File: src/rtl/mul_result_sequencer.sv
// mul_result_sequencer: holds operands steady while an external combinational
// multiplier settles, captures the 64-bit product, then streams it as LO then HI
// over a valid/ready handshake with a one-cycle done pulse at the end.
module mul_result_sequencer #(
  parameter int WIDTH       = 32,
  parameter int WAIT_CYCLES = 2
) (
  input  logic                 clock,
  input  logic                 clear_n,
  input  logic                 start,
  input  logic [WIDTH-1:0]     op_m,
  input  logic [WIDTH-1:0]     op_q,
  output logic [WIDTH-1:0]     mul_m,
  output logic [WIDTH-1:0]     mul_q,
  input  logic [2*WIDTH-1:0]   mul_result,
  output logic                 busy,
  output logic [WIDTH-1:0]     out_data,
  output logic                 out_valid,
  output logic                 out_is_hi,
  input  logic                 out_ready,
  output logic                 done
);
  typedef enum logic [1:0] {IDLE, SETTLE, SEND_LO, SEND_HI} state_t;
  // settle counter reloads to WAIT_CYCLES-1 so the product is captured exactly WAIT_CYCLES edges after start
  localparam logic [3:0] CNT_INIT = 4'(WAIT_CYCLES - 1);
  state_t               state_q, state_d;
  logic [3:0]           cnt_q, cnt_d;
  logic [2*WIDTH-1:0]   prod_q, prod_d;
  logic [WIDTH-1:0]     mul_m_q, mul_m_d;
  logic [WIDTH-1:0]     mul_q_q, mul_q_d;
  logic                 done_q, done_d;
  assign mul_m = mul_m_q;
  assign mul_q = mul_q_q;
  assign done  = done_q;
  // state and datapath registers, cleared asynchronously so a reset abandons any transaction
  always_ff @(posedge clock or negedge clear_n) begin
    if (!clear_n) begin
      state_q <= IDLE;
      cnt_q   <= '0;
      prod_q  <= '0;
      mul_m_q <= '0;
      mul_q_q <= '0;
      done_q  <= 1'b0;
    end else begin
      state_q <= state_d;
      cnt_q   <= cnt_d;
      prod_q  <= prod_d;
      mul_m_q <= mul_m_d;
      mul_q_q <= mul_q_d;
      done_q  <= done_d;
    end
  end
  // next state: operands load only from IDLE, so they stay frozen for the whole transaction
  always_comb begin
    state_d = state_q;
    cnt_d   = cnt_q;
    prod_d  = prod_q;
    mul_m_d = mul_m_q;
    mul_q_d = mul_q_q;
    done_d  = 1'b0;
    unique case (state_q)
      IDLE: if (start) begin
        mul_m_d = op_m;
        mul_q_d = op_q;
        cnt_d   = CNT_INIT;
        state_d = SETTLE;
      end
      SETTLE: if (cnt_q == 4'd0) begin
        prod_d  = mul_result;
        state_d = SEND_LO;
      end else begin
        cnt_d = cnt_q - 4'd1;
      end
      SEND_LO: state_d = out_ready ? SEND_HI : SEND_LO;
      SEND_HI: begin
        state_d = out_ready ? IDLE : SEND_HI;
        done_d  = out_ready;
      end
      default: state_d = IDLE;
    endcase
  end
  // outputs decode from state and captured product only, never from out_ready or start
  always_comb begin
    busy      = state_q != IDLE;
    out_valid = state_q == SEND_LO || state_q == SEND_HI;
    out_is_hi = state_q == SEND_HI;
    out_data  = state_q == SEND_LO ? prod_q[WIDTH-1:0] :
                state_q == SEND_HI ? prod_q[2*WIDTH-1:WIDTH] : '0;
  end
endmodule

File: config.mk
export PLATFORM = sky130hd
export DESIGN_NAME = mul_result_sequencer
export DESIGN_NICKNAME = d
export VERILOG_FILES = /design/src/rtl/mul_result_sequencer.sv
export SDC_FILE = /design/constraint.sdc
export NUM_CORES = 1
export LEC_CHECK = 0
export CAP_MARGIN = 20
export CORE_UTILIZATION = 30
export CTS_BUF_LIST = sky130_fd_sc_hd__clkbuf_8
export DETAILED_ROUTE_END_ITERATION = 10
export GPL_ROUTABILITY_DRIVEN = 1
export PLACE_DENSITY = 0.57
export SKIP_LAST_GASP = 1
export SYNTH_ARGS = -nofsm -noshare
export SYNTH_HDL_FRONTEND = slang
export SYNTH_SLANG_ARGS = --single-unit
File: constraint.sdc
create_clock -name clock -period 2.05 [get_ports clock]
set_clock_uncertainty 0.15 [all_clocks]
set_input_delay 0.41 -clock clock [delete_from_list [all_inputs] [get_ports clock]]
set_output_delay 0.41 -clock clock [all_outputs]
set_load 0.01 [all_outputs]
After elaboration in Yosys (flattened, before gate mapping)
Index checks and enable logic that the tools add are counted.
Widths: inputs -> output; s select.
{"block": "word_totals", "ff_bits": 135, "out_inout_bits": 100, "input_bits": 132, "word_cells": 33}
{"block": "classes", "reduce_logical": 9, "addsub": 1, "n_eq_ne": 6, "muxes": 11}
{"op": "$mux 32", "count": 2}
{"op": "$mux 4", "count": 2}
{"op": "$pmux 2 s4", "count": 1}
{"op": "$pmux 4 s2", "count": 1}
{"op": "$mux 2", "count": 3}
{"op": "$ne 2x2->1 const B", "count": 3}
{"op": "$reduce_and 2->1", "count": 3}
{"op": "$eq 2x2->1 const B", "count": 2}
{"op": "$logic_not 4->1", "count": 1}
{"op": "$reduce_bool 2->1", "count": 2}
{"op": "$sub 4x1->4 const B", "count": 1}
{"op": "$reduce_and 3->1", "count": 1}
{"op": "$eq 2x1->1 const B", "count": 1}
{"op": "$logic_not 2->1", "count": 1}
{"op": "$mux 1", "count": 2}
{"op": "$logic_or 1x1->1", "count": 1}

Logic depth before layout (Yosys ltp)
{"block": "logic_depth", "word_depth": 3, "depth_mapped": 6, "ltp_nobuf": 5}

Worst setup path after synthesis
OpenSTA, ideal clock, no wires.
{"block": "synth_path", "path_type": "reg2reg", "startpoint": "register cnt_q[0]", "endpoint": "register prod_q[0]", "setup_slack_ns": 0.289, "setup_ns": 0.125, "arrival_time_ns": 1.486, "synth_period_minus_slack_ns": 1.761, "required_ns": 1.775, "path_buffers": 1, "path_stages_with_launch": 7, "cell_sequence": "dfrtp_1 > inv_1 > ha_1 > nor3b_4 > nand2_4 > buf_6 > mux2_4"}
{"block": "synth_between", "elab_chain_cells": 2}
{"element": "start, declared", "line": "27", "text": "logic [3:0] cnt_q, cnt_d;"}
{"element": "start signal, assigned", "line": "46", "text": "cnt_q <= cnt_d;"}
{"element": "$logic_not 4->1", "line": "68", "text": "SETTLE: if (cnt_q == 4'd0) begin"}
{"element": "$reduce_and 2->1 (no line)"}
{"element": "end signal, assigned", "line": "47", "text": "prod_q <= prod_d;"}
{"element": "end, declared", "line": "28", "text": "logic [2*WIDTH-1:0] prod_q, prod_d;"}
Every way passes these cells.
A chain may end at the register's enable or synchronous reset.

Worst setup path after layout
{"block": "layout_path", "startpoint": "register state_q[1]", "endpoint": "output busy"}
{"block": "layout_between", "elab_chain_cells": 1}
{"element": "start, declared", "line": "26", "text": "state_t state_q, state_d;"}
{"element": "start signal, assigned", "line": "45", "text": "state_q <= state_d;"}
{"element": "$reduce_bool 2->1", "line": "84", "text": "busy = state_q != IDLE;"}
{"element": "end, declared", "line": "16", "text": "output logic busy,"}
Every way passes these cells.

==> results.md <==
* Status: finished with violations
* Failing checks: negative setup slack
* Yosys top cell area share at 0.5664
* FFs w/ async S/R, synth at 1.000
* Worst-Skew Late Latency at 0.44 ns
* FP Rows at 51
* CP Cell Sequence: buf_16 > or2_2 > buf_2
* Place WS at -0.09706 ns
* Synth unique cells at 30
* Die X at 143 um
* Clk sinks at 135
* Worst Path Class, Setup: register to output pin
* Slew headroom at 0.6885
* First DRT Iteration DRCs at 78
* DR WL/cell at 17.22 um
* Largest area contributor in the netlist: dfrtp_1
* Startpoint Class: register
* Power Total at 14.88 mW
* Antenna Nets Post-Route at 0
* Layout cells sized above 1 at 0.3880
* Antenna violations before repair at 0
* Vias in the first global route at 4376
* Most frequent cells in the layout: clkdlybuf4s50_1, dfrtp_1, mux2_2
* DR DRC count at 0
* Slew @ Worst Pin at 0.4668 ns
* P_leak at 4.282 nW
* Pwr Density at 1563 mW/mm2
* Crit path buf inv count at 2
* Worst R2R Start: cnt_q[0]
* Peak supply drop at 0.5862 mV
* I/O Pins at 232
* Worst Path Max Fanout at 4
* Gr usage total at 0.1539
* First-pass GRT wire length at 23.55 mm
* Crit path max-delay cell type: dfrtp_2
* Worst Hold Class: input port to asynchronous set/reset pin
* Total CTS buffers at 17
* CP max stage delay at 0.51 ns
* Most common cell after layout, fill and taps aside: clkdlybuf4s50_1
* Grt ovf at 0
* Syn-to-layout area delta at 59.58%
* Clock buffer depth at 2
* Root buffer cell: clkbuf_8
* Synth Warn # at 0
* Syn_nets at 519
* Vias at 4056
* CP delay by family, top: flip-flops
* Synth top area cells: dfrtp_1, mux2_4, mux2_2
* Final worst slack at -0.05897 ns
* DR vias/cell at 4.361
* H-tree depth at 4
* Count of final setup violators at 31
* N_diodes at 0
* Die Ht at 143 um
* Synthesized instance count at 385
* I/O Buffers at 231
* Nets at 786
* Worst Setup End Kind: output pin
* Area of the core at 0.01946 mm2
* Worst path required time at 1.49 ns
* Die area at 0.02045 mm2
* Reg-to-reg slack, setup at 0.03 ns
* Drt pass-1 iters at 5
* Clock-pin slew on the worst setup and hold paths at 0.08 ns
* Synthesized cell area at 0.005964 mm2
* WL final at 16.01 mm
* Max Slew Vio Count at 0
* Hold slack at 0.2841 ns
* Post-detail-place hpwl at 9.976 mm
* TritonCTS clock tree: done
* Ys flop type: dfrtp_1
* Final min period at 2.109 ns
* #FFs+latches synth at 135
* Syn Area/Cell at 15.49 um2
* Sequential share of the synthesized area at 0.5664
* Final hold vios at 0
* Max-cap violations at 0
* Critical Path Source: state_q[1]
* Final Cycle Share at 1.029
* Routability cong. at 0.7174
* Arrival time worst endpoint at 1.55 ns
* Fmax at 0.4742 GHz
* RSZ-0062 raised after global routing: true
* Post-synth EDFFs at 0
* Initial core utilization at 0.3065
* Pin count of the biggest net entering global routing at 56
==> area by class of cell <==
class,count,area [um2]
Clock buffer,18,247.7
Inverter,3,11.26
Sequential cell,135,3381
Tap cell,265,331.6
Clock inverter,14,172.7
Fill cell,1682,9945
Timing Repair Buffer,270,2830
Multi-Input combinational cell,225,2544
==> report_power, final <==
| part | internal [mW] | switching (mW) | leakage (nW) |
|---|---|---|---|
| clock | 1.24 | 1.11 | 0.198 |
| sequential | 4.04 | 0.833 | 1.59 |
| combinational | 4.84 | 2.82 | 2.50 |
| total | 10.1 | 4.76 | 4.28 |
==> metal layers <==
layer	part of all wire	vias to the layer above	GRT usage
met1	0.41	1987	0.1812
li1	-	1883	-
met5	0	-	0
met3	0.081	17	0.05567
met4	0.012	0	0.05829
met2	0.50	169	0.2555
==> state kept, by name, summed over array words and instances, names as in the netlist <==
signal,count
prod_q,64
mul_m,32
mul_q,32
cnt_q,4
state_q,2
done,1
==> per-stage QoR <==
step | cells | utilization | cell area (um2) | setup TNS (ns)
floorplan | 385 | - | 5964 | 0
global placement | 873 | 0.4445 | 8651 | -3.622
detailed placement | 873 | 0.4445 | 8651 | -4.604
CTS | 923 | 0.4753 | 9251 | -6.043
global route | 930 | 0.4890 | 9518 | -4.117
finish | 930 | 0.4890 | 9518 | -0.5590
==> cell usage after synthesis (2+ instances only) <==
master / n
a21oi_1: 3
nand2_1: 6
nand3_1: 2
nor2b_1: 32
buf_6: 9
ha_1: 2
mux2i_1: 33
mux2_2: 68
mux2_4: 60
clkbuf_1: 6
buf_2: 7
nor2_1: 3
dfrtp_1: 135
inv_1: 3
==> what timing repair did <==
action | CTS | global route
endpoints found under the setup margin | 35 | 153
resized for setup | 158 | 39
cloned | 5 | 9
hold buffers | 1 | 0
hold endpoints to repair | 30 | 0
buffers inserted | 12 | 2
pin swaps | 0 | 2
==> worst paths after layout <==
check                             end  depth (start not counted)
max                              busy                          3
min                         mul_m[17]                          2
max reg2reg                 prod_q[3]                          6
min reg2reg                  mul_m[0]                          1
max in group asynchronous  prod_q[24]                          3
min in group clock           mul_m[0]                          1
==> kinds of logic (layout without fill, tap and decap cells) <==
kind of cell / count (synthesis) / count (layout) / synth area share
buffers and inverters: 26 / 305 / 0.02979
muxes: 161 / 161 / 0.3348
and+or+nand+nor: 53 / 54 / 0.05601
AOI/OAI and AO/OA: 7 / 7 / 0.007342
xor gates and xnor gates: 1 / 1 / 0.001469
DFF: 135 / 135 / 0.5664
adders and majority gates: 2 / 2 / 0.004195
No activity file was read; power rests on OpenSTA's default activity.
==> edit (same settings) <==
The 4 states of `state_t` get a Gray code encoding in 2 bits.
--- a/src/rtl/mul_result_sequencer.sv
+++ b/src/rtl/mul_result_sequencer.sv
@@ -21,5 +21,5 @@
   output logic                 done
 );
-  typedef enum logic [1:0] {IDLE, SETTLE, SEND_LO, SEND_HI} state_t;
+  typedef enum logic [1:0] {IDLE = 2'b00, SETTLE = 2'b01, SEND_LO = 2'b11, SEND_HI = 2'b10} state_t;
   // settle counter reloads to WAIT_CYCLES-1 so the product is captured exactly WAIT_CYCLES edges after start
   localparam logic [3:0] CNT_INIT = 4'(WAIT_CYCLES - 1);
Formal check against the unedited RTL: no difference found for any inputs over 10 cycles, from zero or initial values; not proved beyond that.
==> edit against the original RTL <==
The run still ends with negative setup slack left. Power is 8.3% lower. Design area shrank 2.7%. Area after synthesis rose by 0.78%. Combinational power fell by 11%. Synthesized cell count down 0.52%. Clock power decreased by 11%. Maximum frequency increased by 0.32%. Wire length fell by 0.62%. Count of clock-buffer cells in the layout is 1 lower. Setup slack improved by 6.8 ps. Sequential cell count unchanged. Critical path type is now flop to flop.
==> edit: results (changes against the original RTL) <==
| Metric | Value |
|---|---|
| Predominant post-synthesis flop cell | `dfrtp_1` |
| Htree depth | `4 (unchanged)` |
| Fin cells | `926 (-0.43%)` |
| Number of DRC markers in iteration 0 | `132 (+69%)` |
| Cells after DPL | `876 (+0.34%)` |
| First-pass GRT wire length | `23600 um (+0.41%)` |
| Worst Path Arrival | `2270 ps (+720 ps)` |
| Final setup violation count | `62 (+100%)` |
| Status | `finished with violations` |
| Syn_area_per_cell | `15.7 um^2 (+1.3%)` |
| Final Net Count | `782 (-0.51%)` |
| Dpl hpwl | `11000 um (+10%)` |
| Violated checks | `negative setup slack` |
| Seq/Total Area, Yosys | `56.2% (-0.44 points)` |
| Top reg by flops | `prod_q` |
| Number of global-route vias before repair | `4253 (-2.8%)` |
| Max stage delay cell, worst path | `or3b_4` |
| Maximum vdd drop | `0.000498 V (-15%)` |
| Max reg flops | `64 (unchanged)` |
| Inserted Diodes | `0 (unchanged)` |
| HP Class | `input pin to async pin` |
| Clock-pin slew on the worst setup and hold paths | `90 ps` |
| Top cells by area, synth | `dfrtp_1 (56%), mux2_4 (15%), mux2_2 (12%)` |
| Setup ws final | `-52.2 ps (+6.78 ps)` |
| Top delay family on crit path | `simple AND/OR/NAND/NOR gates` |
| Share of post-route cells with drive strength above 1 | `36.0% (-2.8 points)` |
| DR vias | `4050 (-0.15%)` |
| CTS Buffer Depth | `2 (unchanged)` |
| Highest net fanout along the worst path | `7 (+3)` |
| Clock root buffer master | `clkbuf_8` |
| All-Layer GR Usage | `15.3% (-0.068 points)` |
| Mapped Nets | `517 (-0.39%)` |
| Worst-Margin Slew | `606 ps (+139 ps)` |
| Crit-path max cell delay | `410 ps (-100 ps)` |
| Clock latency on the worst-skew pair | `430 ps` |
| Wirelength per Cell | `17.2 um (-0.19%)` |
| Drt pass-1 iters | `4 (-1)` |
| Antenna violations before repair | `0 (unchanged)` |
| Post-synth top cells | `dfrtp_1 (135), mux2_2 (64), mux2_4 (60), nor2b_1 (35), mux2i_1 (32)` |
| DRC viols | `0 (unchanged)` |
| Asr flop ratio synth | `100% (unchanged)` |
| TritonCTS buffer count | `17 (unchanged)` |
| Port-buffer cells | `231 (unchanged)` |
| Largest net degree at the start of global routing | `47 (-16%)` |
| Synth warnings | `0 (unchanged)` |
| Placer Congestion | `0.741 (+3.3%)` |
| Leakage | `4.12 nW (-3.8%)` |
==> edit: cell count changes in the layout (fill, tap and decap cells not counted), sizes merged, moves of 2 or more <==
| cell | delta |
|---|---|
| bufinv | -2 |
| nand2 | -4 |
| or4 | +2 |
| clkbuf | -2 |
| clkinv | +4 |
| nor2b | +3 |
==> edit: layout make-up <==
class,instances,area (um^2)
clock buffer,17,234
clock inverter,15,131
fill,1751,10300
inverter,4,15.0
multi-input combinational,222,2450
sequential,135,3380
tap,265,332
timing repair buffer,268,2720
==> edit: metrics by stage <==
step	power, mW	cell area [um^2]	worst slack [ps]	setup TNS, ps
after floorplan	8.40	6010	18.4	0
after global placement	11.3	8690	-15.8	-390
after detailed placement	11.5	8690	-61.3	-2720
after CTS	13.5	9030	-94.7	-4150
after global routing	14.5	9260	-147	-10180
final	13.6	9260	-52.2	-1290
==> edit: layer usage <==
metal  wire length, um  share of wire, %  GRT usage, %  vias to the layer above
li1                  -                 -             -                     1871
met1              6840                43          18.6                     1990
met2              7400                46          24.8                      170
met3              1410               8.9          5.93                       19
met4               268               1.7          5.21                        0
met5                 0                 0             0                        -
==> edit: worst paths after layout <==
path,start,to,slack [ps],depth (start not counted)
max,cnt_q[1],prod_q[31],-50,7
min,clear_n,mul_q[21],270,2
max reg2reg,cnt_q[1],prod_q[31],-50,7
min reg2reg,mul_q[12],mul_q[12],350,1
max in group asynchronous,clear_n,prod_q[1],890,3
min in group clock,mul_q[12],mul_q[12],350,1
==> edit: cell families (layout without fill, tap and decap cells) <==
kind of cell / count (synthesis) / count (layout) / share of synthesized area (%)
buf+inv: 26 / 304 / 3.71
compound gates: 8 / 8 / 0.874
simple gates: 52 / 52 / 5.75
flops: 135 / 135 / 56.2
fa+ha+maj: 2 / 2 / 0.416
mux: 160 / 160 / 33.1
==> edit: report_power, final <==
group	leakage [nW]	internal (mW)	switching, mW	total [mW]
Clock	0.180	0.960	1.12	2.08
Sequential	1.61	4.02	0.755	4.78
Combinational	2.33	4.30	2.48	6.78
Total	4.12	9.28	4.36	13.6
==> edit: timing repair <==
item | in CTS | in global routing
hold endpoints to repair | 28 | 0
pin swaps | 0 | 2
gates cloned | 2 | 5
setup endpoints to repair | 96 | 97
setup buffers | 7 | 5
gates resized for setup | 152 | 17
hold buffers | 1 | 0
